==> src/rtl/flow_ctrl.sv <==
`default_nettype none
// ============================================================================
// Module      : flow_ctrl
// Description : Pipeline stall/flush/redirect controller for the 5-stage core,
//               with a bus-wait watchdog, a multi-cycle EX hold and trap entry.
//               Optional performance counters: define FC_PERF_CNT_EN.
// Revision    : 1.0 - initial release
// ============================================================================
module flow_ctrl #(
    parameter int BUS_TIMEOUT = 16,
    parameter int CNT_W       = 5
) (
    input  logic        clk,
    input  logic        rst_n,
    input  logic        id_load_use_i,
    input  logic        ex_jump_i,
    input  logic [31:0] ex_jump_addr_i,
    input  logic        ex_busy_i,
    input  logic        mem_req_i,
    input  logic        mem_ready_i,
    input  logic        trap_req_i,
    input  logic [31:0] trap_vec_i,
    output logic        fc_stall_pc_o,
    output logic        fc_stall_ifid_o,
    output logic        fc_stall_idex_o,
    output logic        fc_stall_exmem_o,
    output logic        fc_stall_memwb_o,
    output logic        fc_flush_ifid_o,
    output logic        fc_flush_idex_o,
    output logic        fc_flush_exmem_o,
    output logic        fc_flush_memwb_o,
    output logic        fc_jump_flag_o,
    output logic [31:0] fc_jump_addr_o,
    output logic        fc_bus_err_o,
    output logic [1:0]  fc_state_o
`ifdef FC_PERF_CNT_EN
    ,
    output logic [31:0] fc_stall_cnt_o,
    output logic [31:0] fc_flush_cnt_o
`endif
);

    typedef enum logic [1:0] {
        ST_IDLE     = 2'd0,
        ST_MEM_WAIT = 2'd1,
        ST_EX_WAIT  = 2'd2,
        ST_TRAP     = 2'd3
    } state_t;

    localparam logic [CNT_W-1:0] c_timeout_last = CNT_W'(BUS_TIMEOUT - 1);

    state_t            r_state;
    state_t            w_state_nxt;
    logic [CNT_W-1:0]  r_cnt;
    logic [CNT_W-1:0]  w_cnt_nxt;
    logic [31:0]       r_trap_addr;
    logic [31:0]       w_trap_addr_nxt;
    logic              w_mem_wait;
    logic              w_trap_take;

    assign w_mem_wait  = mem_req_i & ~mem_ready_i;
    // A pending bus access blocks trap entry until it completes.
    assign w_trap_take = trap_req_i & ~((r_state == ST_MEM_WAIT) & w_mem_wait);

    always_ff @(posedge clk or negedge rst_n) begin
        if (!rst_n) begin
            r_state     <= ST_IDLE;
            r_cnt       <= '0;
            r_trap_addr <= '0;
        end else begin
            r_state     <= w_state_nxt;
            r_cnt       <= w_cnt_nxt;
            r_trap_addr <= w_trap_addr_nxt;
        end
    end

    always_comb begin
        w_state_nxt      = r_state;
        w_cnt_nxt        = '0;
        w_trap_addr_nxt  = r_trap_addr;
        fc_stall_pc_o    = 1'b0;
        fc_stall_ifid_o  = 1'b0;
        fc_stall_idex_o  = 1'b0;
        fc_stall_exmem_o = 1'b0;
        fc_stall_memwb_o = 1'b0;
        fc_flush_ifid_o  = 1'b0;
        fc_flush_idex_o  = 1'b0;
        fc_flush_exmem_o = 1'b0;
        fc_flush_memwb_o = 1'b0;
        fc_jump_flag_o   = 1'b0;
        fc_jump_addr_o   = '0;
        fc_bus_err_o     = 1'b0;

        if (r_state == ST_TRAP) begin
            fc_jump_flag_o   = 1'b1;
            fc_jump_addr_o   = r_trap_addr;
            fc_flush_ifid_o  = 1'b1;
            fc_flush_idex_o  = 1'b1;
            fc_flush_exmem_o = 1'b1;
            w_state_nxt      = ST_IDLE;
        end else if (w_trap_take) begin
            fc_flush_ifid_o  = 1'b1;
            fc_flush_idex_o  = 1'b1;
            fc_flush_exmem_o = 1'b1;
            fc_flush_memwb_o = 1'b1;
            w_trap_addr_nxt  = trap_vec_i;
            w_state_nxt      = ST_TRAP;
        end else if (w_mem_wait) begin
            if (r_cnt == c_timeout_last) begin
                fc_bus_err_o     = 1'b1;
                fc_flush_ifid_o  = 1'b1;
                fc_flush_idex_o  = 1'b1;
                fc_flush_exmem_o = 1'b1;
                fc_flush_memwb_o = 1'b1;
                w_trap_addr_nxt  = trap_vec_i;
                w_state_nxt      = ST_TRAP;
            end else begin
                // Bubble into WB so the held MEM instruction is not retired twice.
                fc_stall_pc_o    = 1'b1;
                fc_stall_ifid_o  = 1'b1;
                fc_stall_idex_o  = 1'b1;
                fc_stall_exmem_o = 1'b1;
                fc_flush_memwb_o = 1'b1;
                w_cnt_nxt        = r_cnt + 1'b1;
                w_state_nxt      = ST_MEM_WAIT;
            end
        end else if (ex_busy_i) begin
            fc_stall_pc_o    = 1'b1;
            fc_stall_ifid_o  = 1'b1;
            fc_stall_idex_o  = 1'b1;
            fc_flush_exmem_o = 1'b1;
            w_state_nxt      = ST_EX_WAIT;
        end else begin
            w_state_nxt = ST_IDLE;
            if (ex_jump_i) begin
                // The squashed ID instruction makes any load-use hazard moot.
                fc_jump_flag_o  = 1'b1;
                fc_jump_addr_o  = ex_jump_addr_i;
                fc_flush_ifid_o = 1'b1;
                fc_flush_idex_o = 1'b1;
            end else if (id_load_use_i) begin
                fc_stall_pc_o   = 1'b1;
                fc_stall_ifid_o = 1'b1;
                fc_flush_idex_o = 1'b1;
            end
        end

        // Controls stay quiet while reset is held, whatever the inputs do.
        if (!rst_n) begin
            fc_stall_pc_o    = 1'b0;
            fc_stall_ifid_o  = 1'b0;
            fc_stall_idex_o  = 1'b0;
            fc_stall_exmem_o = 1'b0;
            fc_stall_memwb_o = 1'b0;
            fc_flush_ifid_o  = 1'b0;
            fc_flush_idex_o  = 1'b0;
            fc_flush_exmem_o = 1'b0;
            fc_flush_memwb_o = 1'b0;
            fc_jump_flag_o   = 1'b0;
            fc_jump_addr_o   = '0;
            fc_bus_err_o     = 1'b0;
        end
    end

    assign fc_state_o = r_state;

`ifdef FC_PERF_CNT_EN
    logic [31:0] r_stall_cnt;
    logic [31:0] r_flush_cnt;

    always_ff @(posedge clk or negedge rst_n) begin
        if (!rst_n) begin
            r_stall_cnt <= '0;
            r_flush_cnt <= '0;
        end else begin
            if (fc_stall_pc_o) begin
                r_stall_cnt <= r_stall_cnt + 32'd1;
            end
            if (fc_jump_flag_o) begin
                r_flush_cnt <= r_flush_cnt + 32'd1;
            end
        end
    end

    assign fc_stall_cnt_o = r_stall_cnt;
    assign fc_flush_cnt_o = r_flush_cnt;
`endif

endmodule
`default_nettype wire

==> config.mk <==
export PLATFORM = sky130hd
export DESIGN_NAME = flow_ctrl
export DESIGN_NICKNAME = d
export VERILOG_FILES = /design/src/rtl/flow_ctrl.sv
export SDC_FILE = /design/constraint.sdc
export NUM_CORES = 1
export LEC_CHECK = 0
export ABC_CLOCK_PERIOD_IN_PS = 1850
export BUFFER_PORTS_ARGS = -buffer_cell sky130_fd_sc_hd__buf_4
export CAP_MARGIN = 30
export CORE_ASPECT_RATIO = 1.4
export CORE_MARGIN = 5
export CORE_UTILIZATION = 39
export DETAILED_ROUTE_END_ITERATION = 6
export HOLD_SLACK_MARGIN = 0.15
export PLACE_DENSITY = 0.75
export SLEW_MARGIN = 20
export SYNTH_ARGS = -nofsm -noshare
export SYNTH_HDL_FRONTEND = slang
export SYNTH_SLANG_ARGS = --single-unit
==> constraint.sdc <==
create_clock -name clk -period 1.85 [get_ports clk]
set_clock_uncertainty 0.1 [all_clocks]
set_input_delay 0.0925 -clock clk [delete_from_list [all_inputs] [get_ports clk]]
set_output_delay 0.0925 -clock clk [all_outputs]
set_load 0.05 [all_outputs]
Word level (Yosys, flattened, before mapping)
Cells that the tools add are included.
{"block": "totals", "regBits": 39, "latch_bits": 0, "mem_bits_rw": 0, "mem_bits_ro": 0, "in_bits": 72, "output_inout_bits": 45, "elab_cells": 80, "mem_count": 0}
{"block": "classes", "add_sub_neg": 1, "multipliers": 0, "n_div": 0, "n_lt_le_gt_ge": 0, "eq_ne": 3, "shift": 0, "muxes": 64, "bitwise_logic": 6, "n_reduce_logical": 3}
{"operator": "two-way mux 32 bit", "n": 9}
{"operator": "two-way mux 1 bit", "n": 46}
{"operator": "two-way mux 5 bit", "n": 4}
{"operator": "two-way mux 2 bit", "n": 5}
{"operator": "adder 5 x 1 -> 5 bit, second input constant", "n": 1}
{"operator": "equality test 5 x 4 -> 1 bit, second input constant", "n": 1}
{"operator": "nonzero test 2 bit", "n": 2}
{"operator": "bitwise AND 1 bit", "n": 3}
{"operator": "inverter 1 bit", "n": 3}
{"operator": "AND reduction 3 bit", "n": 1}
{"operator": "equality test 2 x 1 -> 1 bit, second input constant", "n": 1}
{"operator": "equality test 2 bit, second input constant", "n": 1}

Logic depth before layout (Yosys ltp)
Gate-level depths: netlist of the first run.
{"block": "depth", "depth_word": 8, "ltp_mapped": 6, "depth_no_buf": 5}

Least setup slack after synthesis of the first run
OpenSTA, ideal clock, no wires.
{"block": "synth_timing", "kind": "register to output", "from": "register r_state[0], in the netlist fc_state_o[0]", "to": "output fc_stall_pc_o", "arrival_time_ns": 2.660, "t_required_ns": 1.657, "setup_slack_ns": -1.003, "stages_incl_launch_ff": 6, "path_buffers": 1, "cell_sequence": "dfrtp_1 -> inv_1 -> o21ai_0 -> nand2_1 -> nor3_1 -> buf_4"}
{"block": "synth_via", "elab_chain_cells": 7, "elab_cells_between_ends": 8, "cone_classes": "2 x eq/ne; 3 x mux; 3 x bitwise"}
{"item": "start, declared", "line_no": "52", "source": "state_t r_state;"}
{"item": "start signal, assigned", "line_no": "71", "source": "r_state <= w_state_nxt;"}
{"item": "equality test 2 x 1 -> 1 bit", "line_no": "63", "source": "assign w_trap_take = trap_req_i & ~((r_state == ST_MEM_WAIT) & w_mem_wait);"}
{"item": "bitwise AND 1 bit", "line_no": "63"}
{"item": "inverter 1 bit", "line_no": "63"}
{"item": "bitwise AND 1 bit", "line_no": "63"}
{"item": "two-way mux 1 bit"}
{"item": "two-way mux 1 bit * (2 in a row)"}
{"item": "end, declared", "line_no": "23", "source": "output logic fc_stall_pc_o,"}
Every way passes the cells marked *; elsewhere a longest branch is shown, timed or not.

Worst setup path after layout of the first run
{"block": "layout_timing", "from": "register r_cnt[0]", "to": "output fc_flush_exmem_o"}
{"block": "layout_via", "elab_chain_cells": 6}
{"item": "start, declared", "line_no": "54", "source": "logic [CNT_W-1:0] r_cnt;"}
{"item": "start signal, assigned", "line_no": "72", "source": "r_cnt <= w_cnt_nxt;"}
{"item": "equality test 5 x 4 -> 1 bit", "line_no": "109", "source": "if (r_cnt == c_timeout_last) begin"}
{"item": "two-way mux 1 bit", "line_no": "109"}
{"item": "two-way mux 1 bit", "line_no": "108", "source": "end else if (w_mem_wait) begin"}
{"item": "two-way mux 1 bit", "line_no": "101", "source": "end else if (w_trap_take) begin"}
{"item": "two-way mux 1 bit", "line_no": "94", "source": "if (r_state == ST_TRAP) begin"}
{"item": "two-way mux 1 bit", "line_no": "149", "source": "if (!rst_n) begin"}
{"item": "end, declared", "line_no": "30", "source": "output logic fc_flush_exmem_o,"}
Every way passes these cells.

==> flow_summary.json, run 1 <==
{
  "clockBufferDepth": 2,
  "yosysSeqAreaShare_pct": 48.3,
  "antenna_found_initial": 0,
  "relSlewSlack_pct": 57.7,
  "port-buffer-count": 115,
  "drv_cap": 0,
  "gp_congestion": 0.850,
  "path_cells": "ha_4 -> buf_6 -> and4b_1 -> nand2_2 -> a41oi_1 -> buf_4",
  "critPathArrivalTime_ps": 2110,
  "synth_cells": 167,
  "htree_levels": 2,
  "dieArea_sq_um": 6740,
  "finalCriticalPeriod_ps": 2300,
  "p_sw_mw": 1.31,
  "end_kind": "primary output",
  "crit-reg2reg-launch": "r_cnt[0]",
  "r2r_slack_ps": -280,
  "status": "complete, but fails checks",
  "synthesis.nets": 240,
  "placed_area_sq_um": 3330,
  "grt_usage_pct": 27.8,
  "finalWorstSetupSlack_ps": -454,
  "vias_per_cell": 5.79,
  "place_hpwl_microns": 4810,
  "synth-async-reset-ratio_pct": 100,
  "final_nets": 435,
  "drive_gt1_share_pct": 70.0,
  "hold_depth": 3,
  "synthDistinctLibCells": 34,
  "share_comb_of_total_power_pct": 47.8,
  "powerDensity_nw_per_um2": 745,
  "hp-start": "trap_req_i",
  "synth_edf_count": 0,
  "critPathMaxFanout": 4,
  "finalInstanceArea_sq_um": 4730,
  "clk-insertion-delay-late_ps": 310,
  "ys.warnings.count": 0,
  "wl_per_cell_microns": 28.2,
  "violations": "setup timing",
  "r2r_end": "r_trap_addr[9]",
  "die_h_microns": 95.1,
  "clock_sinks": 39,
  "final.setup.tns_ps": -12700,
  "power_frac_seq_pct": 35.1,
  "initial_core_util_pct": 39.4,
  "max_stage_delay_ps": 450,
  "setup_viol": 72,
  "io_pins": 117,
  "critical_path_required_ps": 1660,
  "hp-class": "in2reg",
  "initialDrtViolationCount": 118,
  "syn2layout_area_growth_pct": 134,
  "p_int_mw": 2.22,
  "worstSetupPathType": "reg2out",
  "firstDrtPassIters": 4,
  "cts_inserted_buffers": 5,
  "fp.dieW_microns": 70.8,
  "p_leak_nw": 2.31,
  "netlist_area_sq_um": 2020,
  "slowest_stage": "dfrtp_1",
  "hold_violations": 0,
  "synth_area_per_cell_sq_um": 12.1,
  "cts_root_buffer": "clkbuf_8",
  "worstMarginPinSlew_ps": 632,
  "core-area_sq_um": 5120,
  "worstHoldEndpoint": "fc_state_o[0]",
  "grt_pass1_wl_microns": 14300,
  "drv_slew": 0,
  "synth-seq-cells": 39,
  "clkTransAtPathRegs_ps": 100,
  "clockPowerShare_pct": 17.1,
  "switching_share_pct": 37.1,
  "antenna_left": 0,
  "via_count": 2489,
  "clock.fmax_ghz": 0.434,
  "r2r_cells": 8,
  "drc": 0,
  "grt_overflow": 0,
  "cts_tree": "yes",
  "cp-start-kind": "register",
  "synth_flop_cell": "dfrtp_1",
  "grt_start_max_net_pins": 27,
  "grt_pass1_vias": 2632,
  "rsz0062_at_grt": "yes",
  "ir_worst_vdd_mv": 0.533,
  "num_rows": 31,
  "wl_microns": 12100,
  "final_core_util_pct": 92.4,
  "min_period_over_period_pct": 125
}
metal layers:
layer | vias to the layer above | global-route usage (%) | part of all wire (%)
met5 | - | 0 | 0
met4 | 0 | 14.4 | 7.4
met3 | 67 | 5.06 | 5.4
met2 | 172 | 51.1 | 53
met1 | 1239 | 30.2 | 34
li1 | 1011 | - | -
what timing repair did:
item                                    in CTS  in global routing
buffers inserted                            19                 11
hold endpoints to repair                    72                  0
endpoints found under the setup margin      72                 73
cloned                                       7                  4
pin swaps                                   14                 23
hold buffers                                38                  0
resized for setup                          106                 51
cells by family after synthesis:
kind of cell	share of synthesized area, %
compound gates	18.8
flops	48.3
simple gates	9.05
mux	17.8
buf+inv	4.27
xor+xnor	0.868
fa+ha+maj	0.619
other cells	0.186
Yosys cell counts, types with 3 or more instances:
library cell / count / area share, %
nor3_1: 5 / 1.2
mux2_1: 22 / 12
and3_1: 4 / 1.2
a22o_1: 32 / 14
nand3_1: 3 / 0.74
inv_1: 3 / 0.56
nand2_1: 7 / 1.3
nor2_1: 7 / 1.3
mux2_2: 10 / 5.6
buf_2: 3 / 0.74
dfrtp_1: 39 / 48
clkbuf_1: 3 / 0.56
buf_6: 3 / 1.7
sequential cells by signal, summed over array words and instances (netlist names):
signal / flops
r_trap_addr: 32
fc_state_o: 2
r_cnt: 5
power groups by stage:
stage	clock network, mW	registers [mW]	logic, mW
floorplan	0	1.18	0.682
global placement	0	1.20	1.03
detailed placement	0	1.20	1.05
CTS	0.574	1.19	1.43
global route	0.643	1.25	1.74
finish	0.603	1.24	1.69
per-stage QoR:
stage | power (mW) | cells | hold slack (ps) | setup slack [ps]
finish | 3.52 | 430 | 155 | -454
global route | 3.63 | 429 | 152 | -486
CTS | 3.19 | 423 | 156 | -143
detailed placement | 2.26 | 352 | -136 | -42.3
global placement | 2.23 | 352 | -137 | 46.2
floorplan | 1.87 | 167 | -303 | -178
worst max path at each step:
| stage | from | end | slack (ps) | cells after the start |
|---|---|---|---|---|
| after global routing | r_cnt[0] | fc_flush_exmem_o | -490 | 6 |
| after global placement | r_cnt[0] | r_trap_addr[19] | 50 | 6 |
| after floorplan | fc_state_o[0] | fc_stall_pc_o | -180 | 5 |
| after detailed placement | r_cnt[0] | r_trap_addr[12] | -40 | 6 |
| final | r_cnt[0] | fc_flush_exmem_o | -450 | 6 |
| after CTS | r_cnt[1] | fc_stall_ifid_o | -140 | 7 |
worst max-delay path: cells and delay by family, from the launching register on:
kind | cells | cell delay (ps)
DFF | 1 | 450
buffers and inverters | 2 | 370
AOI/OAI and AO/OA | 1 | 410
adders and majority gates | 1 | 170
and+or+nand+nor | 2 | 390
layout make-up:
class | instances | area (sq um)
sequential | 39 | 978
tap | 66 | 82.6
multi-input combinational | 114 | 1460
inverter | 3 | 11.3
timing repair buffer | 199 | 2120
clock buffer | 6 | 72.6
clock inverter | 2 | 12.5
antenna | 1 | 2.50
fill | 163 | 387
cell usage in the layout, fill, tap and decap left out, types with 3 or more instances in the layout:
master         netlist  final
a22o_4               0     30
clkbuf_16            0      4
buf_8                0     33
dfrtp_1             39     37
buf_6                3     23
nor2_1               7      5
buf_12               0      7
dlygate4sd3_1        0     37
clkbuf_8             0      5
buf_4                2     93
nor3_1               5      3
mux2_4               0     32
inv_1                3      3
nand2_4              0      3
nor3_4               0      3
Note: power is estimated with default switching activity, not from simulation.
==> run 2, diff against run 1 <==
--- a/config.mk
+++ b/config.mk
@@ -14,6 +14,7 @@
 export DETAILED_ROUTE_END_ITERATION = 6
 export HOLD_SLACK_MARGIN = 0.15
 export PLACE_DENSITY = 0.75
+export RECOVER_POWER = 100
 export SLEW_MARGIN = 20
 export SYNTH_ARGS = -nofsm -noshare
 export SYNTH_HDL_FRONTEND = slang
==> run 2 against run 1 <==
The run still ends with setup timing left. Die area is the same. Wire length grew 0.58%. Setup slack lost 3.6 ps. Register-to-register slack is essentially flat. Non-clock buffer count is the same. Critical path depth is the same. Fmax shrank 0.16%. First-iteration DRC count grew 6.8%. Combinational power is essentially flat. Final area shrank 0.63%.
==> flow_summary.json, run 2 (same netlist as run 1, synthesis figures left out) <==
{
  "port-buffer-count": 115,
  "register_area_sq_um": 978,
  "dieArea_sq_um": 6740,
  "whs_ps": 155,
  "finalWorstSetupSlack_ps": -458,
  "wl_per_cell_microns": 28.4,
  "drv_cap": 0,
  "clk-insertion-delay-late_ps": 310,
  "place_hpwl_microns": 4810,
  "initialDrtViolationCount": 126,
  "rsz0062_at_grt": "yes",
  "num_rows": 31,
  "grt_overflow": 0,
  "cts_root_buffer": "clkbuf_8",
  "violations": "setup timing",
  "largest-register": "r_trap_addr",
  "finalCriticalPeriod_ps": 2310,
  "firstDrtPassIters": 4,
  "p_leak_nw": 2.29,
  "preCtsSetupSlack_ps": -42.3,
  "clock.fmax_ghz": 0.433,
  "syn2layout_area_growth_pct": 133,
  "worstSetupPathType": "reg2out",
  "clock_sinks": 39,
  "worstMarginPinSlew_ps": 716,
  "hold_violations": 0,
  "cts_tree": "yes",
  "hp-class": "in2reg",
  "core-area_sq_um": 5120,
  "via_count": 2529,
  "critical_path_required_ps": 1660,
  "antenna_left": 0,
  "final_cell_mix": "89 x buf_4, 37 x dlygate4sd3_1, 37 x dfrtp_1",
  "fillers": 169,
  "gp_congestion": 0.850,
  "io_pins": 117,
  "die_h_microns": 95.1,
  "cts_inserted_buffers": 5,
  "initial_core_util_pct": 39.4,
  "mostFrequentLayoutCell": "buf_4",
  "largest_register_ff_count": 32,
  "clkTransAtPathRegs_ps": 100,
  "grt_usage_pct": 27.8,
  "fp.dieW_microns": 70.8,
  "drive_gt1_share_pct": 68.9,
  "min_period_over_period_pct": 125,
  "drc": 0,
  "clockBufferDepth": 2,
  "cp-start-kind": "register",
  "powerDensity_nw_per_um2": 747,
  "multiInputGateArea_sq_um": 1460,
  "grt_start_max_net_pins": 27,
  "relSlewSlack_pct": 52.3,
  "htree_levels": 2,
  "critPathArrivalTime_ps": 2120,
  "wl_microns": 12200,
  "ir_worst_vdd_mv": 0.528,
  "vias_per_cell": 5.88,
  "status": "complete, but fails checks",
  "critPathMaxFanout": 4,
  "setup_viol": 72,
  "grt_pass1_wl_microns": 14300,
  "end_kind": "primary output",
  "drv_slew": 0,
  "antenna_found_initial": 0,
  "final_nets": 435,
  "grt_pass1_vias": 2632,
  "final.setup.tns_ps": -12970
}
-- run 2: cell types whose count changed in the layout (fill, tap and decap cells not counted) --
| cell | before | now |
|---|---|---|
| buf_4 | 93 | 89 |
| clkbuf_2 | 0 | 1 |
| buf_12 | 7 | 6 |
| clkbuf_1 | 1 | 5 |
-- run 2: area by class of cell --
| type | instances | share of cell area [%] |
|---|---|---|
| Timing Repair Buffer | 199 | 44.4 |
| Multi-Input combinational cell | 114 | 30.9 |
| Sequential cell | 39 | 20.8 |
| Tap cell | 66 | 1.76 |
| Clock buffer | 6 | 1.54 |
| Clock inverter | 2 | 0.266 |
| Inverter | 3 | 0.239 |
| Antenna cell | 1 | 0.0532 |
-- run 2: worst paths after layout --
path,startpoint,to,slack [ps],cells after the start
setup / recovery,r_cnt[0],fc_flush_exmem_o,-460,6
hold reg to reg,r_trap_addr[19],r_trap_addr[19],450,1
setup reg to reg,r_cnt[0],r_trap_addr[18],-280,8
min in group asynchronous,rst_n,r_trap_addr[23],520,2
hold / removal,trap_req_i,fc_state_o[0],160,3
max in group asynchronous,rst_n,fc_state_o[0],360,4
-- run 2: report_power, final --
part           total [mW]  internal [mW]  switching, mW
clock network       0.601          0.264          0.337
logic                1.68          0.895          0.780
registers            1.24           1.05          0.191
total                3.51           2.21           1.31
-- run 2: per-layer routing --
metal,GRT usage (%),vias to the layer above,part of all wire [%]
met2,51.1,189,53
met3,5.06,66,5.8
met1,30.2,1261,34
li1,-,1013,-
met5,0,-,0
met4,14.4,0,6.4
-- run 2: repair_timing --
| action | in CTS | in global routing |
|---|---|---|
| gates resized for setup | 106 | 51 |
| setup endpoints to repair | 72 | 73 |
| pin swaps | 14 | 23 |
| gates cloned | 7 | 4 |
| endpoints found under the hold margin | 72 | 0 |
| buffers inserted | 19 | 11 |
| hold buffers | 38 | 0 |
-- run 2: through the flow --
step	instance area, sq um	total power [mW]	cells	util [%]
final	4700	3.51	430	91.9
after global placement	3330	2.23	352	65.0
after detailed placement	3330	2.26	352	65.0
after CTS	4520	3.19	423	88.2
after floorplan	2280	1.87	167	-
after global routing	4700	3.61	429	91.8
-- run 2: worst max-delay path, stage by stage, from the launching register on --
cell and delay, ps:
dfrtp_1 440, ha_4 170, buf_6 90, and4b_1 260
nand2_2 150, a41oi_1 410, buf_4 280
==> run 3, diff against run 2 <==
--- a/config.mk
+++ b/config.mk
@@ -13,7 +13,7 @@
 export CORE_UTILIZATION = 39
 export DETAILED_ROUTE_END_ITERATION = 6
 export HOLD_SLACK_MARGIN = 0.15
-export PLACE_DENSITY = 0.75
+export PLACE_DENSITY = 0.73
 export RECOVER_POWER = 100
 export SLEW_MARGIN = 20
 export SYNTH_ARGS = -nofsm -noshare
==> run 3 against run 2 <==
The flow still finishes with violations (setup timing). Hold slack better by 98 ps. Die area is the same. First-iteration DRC count up 8.7%. Critical path type is now reg2reg. Largest power group unchanged. Highest routed layer unchanged.
==> flow_summary.json, run 3 (same netlist as run 1, synthesis figures left out) <==
{
  "violations": "setup timing",
  "via_count": 2205,
  "placed_area_sq_um": 3290,
  "whs_ps": 254,
  "die_h_microns": 95.1,
  "drive_gt1_share_pct": 61.1,
  "met2_wirelength_microns": 5230,
  "antenna_left": 0,
  "antennaDiodeCount": 0,
  "final.setup.tns_ps": -9850,
  "worstSetupPathType": "reg2reg",
  "r2r_cells": 7,
  "status": "complete, but fails checks",
  "grt_overflow": 0,
  "wl_per_cell_microns": 21.6,
  "worstMarginPinSlew_ps": 632,
  "drv_cap": 0,
  "dieArea_sq_um": 6740,
  "relSlewSlack_pct": 58.0,
  "clkTransAtPathRegs_ps": 80,
  "finalWorstSetupSlack_ps": -213,
  "powerDensity_nw_per_um2": 772,
  "cts_tree": "yes",
  "io_pins": 117,
  "multiInputGateArea_sq_um": 1320,
  "vias_per_cell": 5.34,
  "met1_length_microns": 2970,
  "initial_core_util_pct": 39.4,
  "cts_root_buffer": "clkbuf_8",
  "antenna_found_initial": 0,
  "end_kind": "register",
  "clk-insertion-delay-late_ps": 290,
  "num_rows": 31,
  "rsz0062_at_grt": "yes",
  "fillers": 235,
  "largest-register": "r_trap_addr",
  "finalInstanceArea_sq_um": 4410,
  "register_area_sq_um": 978,
  "grt_start_max_net_pins": 31,
  "htree_levels": 2,
  "initialDrtViolationCount": 137,
  "dr_wl_met3_microns": 393,
  "syn2layout_area_growth_pct": 118,
  "firstDrtPassIters": 4,
  "crit-reg2reg-launch": "r_cnt[0]",
  "finalCriticalPeriod_ps": 2060,
  "grt_usage_pct": 23.4,
  "final_cell_mix": "88 x buf_4, 37 x dfrtp_1, 36 x dlygate4sd3_1",
  "clockBufferDepth": 2,
  "critical_path_required_ps": 1920,
  "crit_start": "r_cnt[0]",
  "hp-class": "in2async",
  "hold_violations": 0,
  "min_period_over_period_pct": 111,
  "top_layer_used": "met4",
  "gp_congestion": 0.831,
  "wl_microns": 8910,
  "setup_viol": 72,
  "largest_register_ff_count": 32,
  "critPathArrivalTime_ps": 2130,
  "drv_slew": 0,
  "cts_inserted_buffers": 5,
  "p_leak_nw": 2.10,
  "cp-start-kind": "register",
  "drc": 0,
  "port-buffer-count": 115,
  "fp.dieW_microns": 70.8,
  "place_hpwl_microns": 4920,
  "final_nets": 419,
  "mostFrequentLayoutCell": "buf_4",
  "grt_pass1_wl_microns": 12200,
  "final_core_util_pct": 86.1,
  "grt_pass1_vias": 2391,
  "clock.fmax_ghz": 0.485,
  "ir_worst_vdd_mv": 0.603,
  "core-area_sq_um": 5120,
  "clock_sinks": 39,
  "critPathMaxFanout": 9
}
-- run 3: cell count changes in the layout (fill, tap and decap cells not counted), sizes merged --
cell,delta
clkinvlp,-1
clkbuf,-5
dlygate4sd3,-1
diode,-1
clkinv,-1
bufinv,+2
buf,-10
-- run 3: layout make-up --
| cell class | instances | share of cell area, % |
|---|---|---|
| Multi-Input combinational cell | 114 | 30.0 |
| Clock inverter | 2 | 1.36 |
| Tap cell | 66 | 1.87 |
| Timing Repair Buffer | 183 | 42.7 |
| Sequential cell | 39 | 22.2 |
| Clock buffer | 6 | 1.65 |
| Inverter | 3 | 0.255 |
-- run 3: repair_timing --
| item | 4_1_cts | 5_1_grt |
|---|---|---|
| pin swaps | 16 | 26 |
| hold endpoints to repair | 73 | 0 |
| gates resized for setup | 76 | 28 |
| setup endpoints to repair | 52 | 72 |
| hold buffers | 36 | 0 |
| cloned | 2 | 2 |
| buffers inserted | 10 | 6 |
-- run 3: stage by stage --
stage / instances / power [mW] / setup slack, ps
2_1_floorplan: 167 / 1.87 / -178
3_3_place_gp: 350 / 2.22 / 59.0
3_5_place_dp: 350 / 2.25 / -3.37
4_1_cts: 405 / 3.28 / -123
5_1_grt: 413 / 3.52 / -259
6_report: 413 / 3.40 / -213
-- run 3: where the power goes --
group	switching (mW)	internal, mW
clock	0.302	0.539
sequential	0.171	1.05
combinational	0.670	0.675
total	1.14	2.26
-- run 3: layer usage --
layer  GRT usage [%]  vias to the layer above
met1            23.2                     1082
met4            7.68                        0
li1                -                      987
met5               0                        -
met3            4.64                       23
met2            47.3                      113
-- run 3: final timing paths --
kind,endpoint,slack (ps)
worst max-delay path,r_trap_addr[11],-210
worst min-delay path,r_trap_addr[29],250
worst max register to register,r_trap_addr[11],-210
worst min register to register,r_trap_addr[22],430
max in group asynchronous,r_trap_addr[18],610
min in group clk,r_cnt[2],300
-- run 3: critical path: stages, from the launching register on --
cell and delay [ps]:
dfrtp_1 400, ha_2 220, nand3_1 140, or2_4 290, a21boi_4 160, buf_4 160
buf_12 130, mux2_1 340
